--- src/rtl/bpa_word_packer_if.sv ---
// Word-in / frame-out handshake bundle for the shift-word packer.
// slave is the packer's view; master is the surrounding logic's view.
interface bpa_word_packer_if #(
    parameter int WORD_W = 10,
    parameter int NWORDS = 48
);
    localparam int FRAME_W = WORD_W * NWORDS;
    localparam int CNT_W   = $clog2(NWORDS + 1);

    logic               in_valid;
    logic               in_ready;
    logic [WORD_W-1:0]  in_data;
    logic               in_last;
    logic               out_valid;
    logic               out_ready;
    logic [FRAME_W-1:0] out_data;
    logic [CNT_W-1:0]   out_count;

    modport slave (
        input  in_valid, in_data, in_last, out_ready,
        output in_ready, out_valid, out_data, out_count
    );

    modport master (
        output in_valid, in_data, in_last, out_ready,
        input  in_ready, out_valid, out_data, out_count
    );
endinterface

--- src/rtl/bpa_word_packer.sv ---
// Packs NWORDS shift words into one frame for the shift combiner's b input.
// Early close via in_last leaves the unfilled slots zero (no-op shifts downstream).
module bpa_word_packer #(
    parameter int WORD_W = 10,
    parameter int NWORDS = 48
) (
    input  logic             clk,
    input  logic             rst_n,
    bpa_word_packer_if.slave bus
);
    localparam int FRAME_W = WORD_W * NWORDS;
    localparam int CNT_W   = $clog2(NWORDS + 1);

    typedef enum logic {FILL, HOLD} state_t;

    state_t             state, state_n;
    logic [FRAME_W-1:0] collect, collect_n, merged, load_data;
    logic [CNT_W-1:0]   wptr, wptr_n, load_cnt;
    logic               accept, close, slot_free, load;

    // Gating with rst_n keeps in_ready low during reset; out_ready never reaches it.
    assign bus.in_ready = rst_n && (state == FILL);
    assign accept       = bus.in_valid && bus.in_ready;
    assign close        = accept && (bus.in_last || wptr == CNT_W'(NWORDS - 1));
    assign slot_free    = !bus.out_valid || bus.out_ready;

    always_comb begin
        merged = collect;
        for (int k = 0; k < NWORDS; k++) begin
            if (wptr == CNT_W'(k))
                merged[k*WORD_W +: WORD_W] = bus.in_data;
        end
    end

    always_comb begin
        state_n   = state;
        collect_n = collect;
        wptr_n    = wptr;
        load      = 1'b0;
        load_data = merged;
        load_cnt  = wptr + CNT_W'(1);
        unique case (state)
            FILL: begin
                if (accept) begin
                    if (close && slot_free) begin
                        load      = 1'b1;
                        collect_n = '0;
                        wptr_n    = '0;
                    end else begin
                        // In HOLD, wptr carries the word count of the parked frame.
                        collect_n = merged;
                        wptr_n    = wptr + CNT_W'(1);
                        if (close)
                            state_n = HOLD;
                    end
                end
            end
            HOLD: begin
                if (slot_free) begin
                    load      = 1'b1;
                    load_data = collect;
                    load_cnt  = wptr;
                    collect_n = '0;
                    wptr_n    = '0;
                    state_n   = FILL;
                end
            end
            default: state_n = FILL;
        endcase
    end

    always_ff @(posedge clk or negedge rst_n) begin
        if (!rst_n) begin
            state   <= FILL;
            collect <= '0;
            wptr    <= '0;
        end else begin
            state   <= state_n;
            collect <= collect_n;
            wptr    <= wptr_n;
        end
    end

    // Data and count only move on a load, so they hold while the frame waits.
    always_ff @(posedge clk or negedge rst_n) begin
        if (!rst_n) begin
            bus.out_valid <= 1'b0;
            bus.out_data  <= '0;
            bus.out_count <= '0;
        end else if (load) begin
            bus.out_valid <= 1'b1;
            bus.out_data  <= load_data;
            bus.out_count <= load_cnt;
        end else if (bus.out_ready) begin
            bus.out_valid <= 1'b0;
        end
    end
endmodule

--- src/flat_wrapper.sv ---
// flat-port wrapper written by rule: the top's interface ports become plain ports
module bpa_word_packer_flat 
#(
    parameter int WORD_W = 10,
    parameter int NWORDS = 48
)
  (clk, rst_n, bus_in_valid, bus_in_data, bus_in_last, bus_out_ready, bus_in_ready, bus_out_valid, bus_out_data, bus_out_count);
  bpa_word_packer_if #(.WORD_W(WORD_W), .NWORDS(NWORDS)) bus_i ();
  input  logic clk;
  input  logic rst_n;
  input wire logic [$bits(bus_i.in_valid)-1:0] bus_in_valid;
  input wire logic [$bits(bus_i.in_data)-1:0] bus_in_data;
  input wire logic [$bits(bus_i.in_last)-1:0] bus_in_last;
  input wire logic [$bits(bus_i.out_ready)-1:0] bus_out_ready;
  output wire logic [$bits(bus_i.in_ready)-1:0] bus_in_ready;
  output wire logic [$bits(bus_i.out_valid)-1:0] bus_out_valid;
  output wire logic [$bits(bus_i.out_data)-1:0] bus_out_data;
  output wire logic [$bits(bus_i.out_count)-1:0] bus_out_count;
  assign bus_i.in_valid = bus_in_valid;
  assign bus_i.in_data = bus_in_data;
  assign bus_i.in_last = bus_in_last;
  assign bus_i.out_ready = bus_out_ready;
  assign bus_in_ready = bus_i.in_ready;
  assign bus_out_valid = bus_i.out_valid;
  assign bus_out_data = bus_i.out_data;
  assign bus_out_count = bus_i.out_count;
  bpa_word_packer #(.WORD_W(WORD_W), .NWORDS(NWORDS)) u_core (.clk(clk), .rst_n(rst_n), .bus(bus_i));
endmodule
--- config.mk ---
export PLATFORM = sky130hd
export DESIGN_NAME = bpa_word_packer_flat
export DESIGN_NICKNAME = d
export VERILOG_FILES = /design/src/rtl/bpa_word_packer_if.sv /design/src/rtl/bpa_word_packer.sv /design/src/flat_wrapper.sv
export SDC_FILE = /design/constraint.sdc
export NUM_CORES = 2
export LEC_CHECK = 0
export CAP_MARGIN = 20
export CORE_ASPECT_RATIO = 0.8
export CORE_MARGIN = 2
export CORE_UTILIZATION = 28
export DETAILED_ROUTE_END_ITERATION = 8
export MAX_ROUTING_LAYER = met4
export SYNTH_ARGS = -nofsm -noshare
export SYNTH_HDL_FRONTEND = slang
export SYNTH_SLANG_ARGS = --single-unit
--- constraint.sdc ---
create_clock -name clk -period 2.5 [get_ports clk]
set_input_delay 0.375 -clock clk [delete_from_list [all_inputs] [get_ports clk]]
set_output_delay 0.375 -clock clk [all_outputs]
set_load 0.005 [all_outputs]
==> qor.csv <==
stage,metric,value,unit
logic_synthesis,async_flop_share,100,%
timing,hold_violations,0,
clock_tree,numCtsBuffers,103,
worst_setup_path,rrSetupSlack,130,ps
layout,syn_to_final_growth,31.6,%
worst_setup_path,worst_path_max_delay_cell,dfrtp_1,
worst_setup_path,cp_slowest_stage_delay,430,ps
power_and_ir_drop,irDropWorstVdd,502,uV
global_routing,grt.total_usage,19.7,%
global_routing,grt_pass1_vias,33052,
layout,final_util,37.0,%
place,dpl_worst_slack,-370,ps
flow_run,maxCapViolCount,0,
logic_synthesis,yosysSeqAreaShare,57.0,%
global_routing,antenna_found_initial,1,
detailed_routing,drt-vias-per-instance,5.26,
power_and_ir_drop,static-leakage-power,22.9,nW
detailed_routing,wl_met3,8.87,mm
timing,slew_viol_final,0,
detailed_routing,wl_met2,70.5,mm
die,ioPinCount,503,
clock_tree,cts_max_level,3,
worst_setup_path,cp_max_fo,10,
clock_tree,tritoncts,built,
timing,holdWs,63.8,ps
detailed_routing,wl_met1,69.7,mm
worst_setup_path,r2r_start,u_core.wptr[1],
worst_setup_path,critical_path_class,register to register,
place,place_area,52600,um2
place,numPortBuffers,502,
die,initial_core_util,28.1,%
timing,setup_viol,0,
worst_setup_path,crit_path_end_kind,register,
worst_setup_path,worstReg2RegEnd,u_core.bus.out_data[40],
run_status,status,finished clean,
worst_setup_path,cp_top_family,buffers and inverters,
die,core,152000,um2
timing,slew_headroom,28.8,%
die,die_h,354,um
timing,fin_crit_sh,94.6,%
worst_setup_path,critPathBufInv,4,
detailed_routing,firstDrtPassIters,5,
logic_synthesis,netlist_area,42800,um2
logic_synthesis,syn-num-nets,3641,
worst_setup_path,cp_common_cell,buf_4,
detailed_routing,ant_nets,0,
layout,drive_gt1_share,15.6,%
worst_setup_path,r2r_cells,9,
die,die_x,441,um
worst_setup_path,crit_arrival,2970,ps
clock_tree,cts.sinks,974,
detailed_routing,wl_per_cell,24.5,um
detailed_routing,topRoutingLayerUsed,met4,
logic_synthesis,synth_seq_cells,974,
worst_setup_path,cp-endpoint,u_core.bus.out_data[40],
logic_synthesis,avgSynthCellArea,11.8,um2
timing,fin_skew,23.9,ps
clock_tree,clk_path_buf_depth,3,
layout,finish.cell_count_without_fillers,6256,
clock_tree,cts_root_buf,clkbuf_16,
die,placementRows,128,
global_routing,grt_max_degree,191,
die,die-area,156000,um2
worst_setup_path,critPathLaunch,u_core.wptr[1],
worst_setup_path,worstPathCellList,"inv_1, ha_1, buf_4, nand3b_1, buf_4, a211oi_2, buf_6, mux2i_1, a21oi_1",
logic_synthesis,ys.flop_type,dfrtp_1,
layout,final_area,56300,um2
timing,worst_pin_slew,1070,ps
logic_synthesis,syn-instance-count,3622,
worst_hold_path,hold_class,input pin to register,
worst_setup_path,required,3100,ps
place,gp_congestion,0.814,
logic_synthesis,synth_edf_count,0,
global_routing,grt_pass1_wl,226,mm
worst_setup_path,worst-path-stages,9,
detailed_routing,routed_wl,153,mm
timing,fin_crit,2370,ps
detailed_routing,drc,0,
logic_synthesis,yosysUniqueCellTypes,59,
timing,fmax,423,MHz
detailed_routing,vias,32901,
clock_tree,path_clk_slew,70,ps
timing,fin_ws,134,ps
timing,rsz0062_at_grt,no,
global_routing,overflow,0,
clock_tree,worstSkewPairLatency,730,ps
power_and_ir_drop,power_density,801,nW/um2
place,dp_hpwl,100,mm
detailed_routing,drtIter0Drc,3064,
place,dp_cells,6055,
layout,nets,4172,
logic_synthesis,ys_warn_count,0,
worst_setup_path,start_kind,register,
==> layout by cell type, fill, tap and decap left out, types with 4 or more instances in the layout <==
master           count
nor3_2              10
clkdlybuf4s50_1    490
dfrtp_1            973
bufinv_16            9
a211oi_1            12
clkbuf_8            23
buf_12             139
inv_1                4
nor2_1              32
a32oi_4              8
clkinvlp_4           5
o21ai_0             21
a21oi_2             40
buf_4              183
a211oi_2            53
nor3_4               5
and3_1              14
nand2_1             30
clkbuf_16          105
a21oi_1            949
xnor2_1              4
clkinv_2            22
nand3b_1            11
clkinv_4             5
nor2_2               7
nor3_1              36
o21ai_1              7
mux2i_1            472
a22o_1             459
nand3_1              9
clkbuf_1            20
nor2b_1              5
==> registers in the layout, indices dropped and copies added, names as in the netlist <==
register              count
u_core.wptr               6
u_core.bus.out_data     480
u_core.state              1
u_core.bus.out_count      6
u_core.bus.out_valid      1
u_core.collect          480
==> layer usage <==
layer	up-vias	global-route usage, %
met1	17056	27.0
met2	1059	29.8
met3	214	3.59
met5	-	-
li1	14572	-
met4	0	5.49
==> where the power goes <==
part | internal [mW] | switching [mW] | leakage, nW
sequential | 17.8 | 1.61 | 12.5
combinational | 5.04 | 4.50 | 8.62
clock | 9.35 | 6.83 | 1.74
==> per-stage QoR <==
stage	power [mW]	setup TNS (ps)
after global routing	47.0	0
after detailed placement	29.2	-134220
after floorplan	22.5	0
final	45.1	0
after global placement	29.1	-131470
after CTS	45.5	0
==> worst min-delay path by stage <==
stage,startpoint,depth (start not counted),to
finish,bus_in_data[5],2,u_core.collect[35]
global route,bus_in_data[6],2,u_core.collect[6]
CTS,bus_in_data[5],2,u_core.collect[35]
detailed placement,rst_n,1,u_core.state
global placement,rst_n,1,u_core.state
floorplan,rst_n,0,u_core.bus.out_count[0]
==> Yosys cell counts (all sizes together), types with 2 or more instances <==
cell       n  area [um2]
and2       2        12.5
and4b      3        30.0
dfrtp    974       24400
a31oi      4        31.3
o21ai     30         150
nor3      51         330
a2bb2oi    5        97.6
a211oi    67         596
a32oi      9         229
clkbuf   132         498
buf      261        1520
or3b       4        37.5
nand2b     4        32.5
a22o     459        4020
and3      14        87.6
nand3     13        87.6
o211ai     2        15.0
nand3b    13         114
nor2      40         158
a21oi    990        5100
nor4       4        70.1
inv        5        18.8
ha         4        50.1
nand2     32         125
xnor2      4        35.0
mux2i    476        4760
nor2b      7        43.8
nor3b      3        56.3
nand4      2        12.5
==> cell type report <==
class                           count  area (um2)
Antenna cell                        1        2.50
Clock buffer                      148        3020
Clock inverter                     44         510
Fill cell                       14628       95700
Inverter                            5        18.8
Multi-Input combinational cell   2250       16700
Sequential cell                   974       24400
Tap cell                         2015        2520
Timing Repair Buffer              819        9140
==> cells by family (layout without fill, tap and decap cells) <==
| kind of cell | count (synthesis) | after routing | synth area share, % |
|---|---|---|---|
| compound gates | 1569 | 1569 | 24.0 |
| flops | 974 | 974 | 57.0 |
| mux | 477 | 477 | 11.2 |
| buf+inv | 398 | 1016 | 4.76 |
| simple gates | 195 | 195 | 2.85 |
| xor+xnor | 5 | 5 | 0.102 |
| fa+ha+maj | 4 | 4 | 0.117 |
| other cells | 0 | 1 | 0 |
==> timing repair <==
action                                  in CTS  in global routing
resized for setup                            4                 22
endpoints found under the hold margin       60                  0
pin swaps                                    0                  1
hold buffers                                 3                  0
setup buffers                                0                  5
endpoints found under the setup margin      28                280
Power figures use the tool's default switching activity.
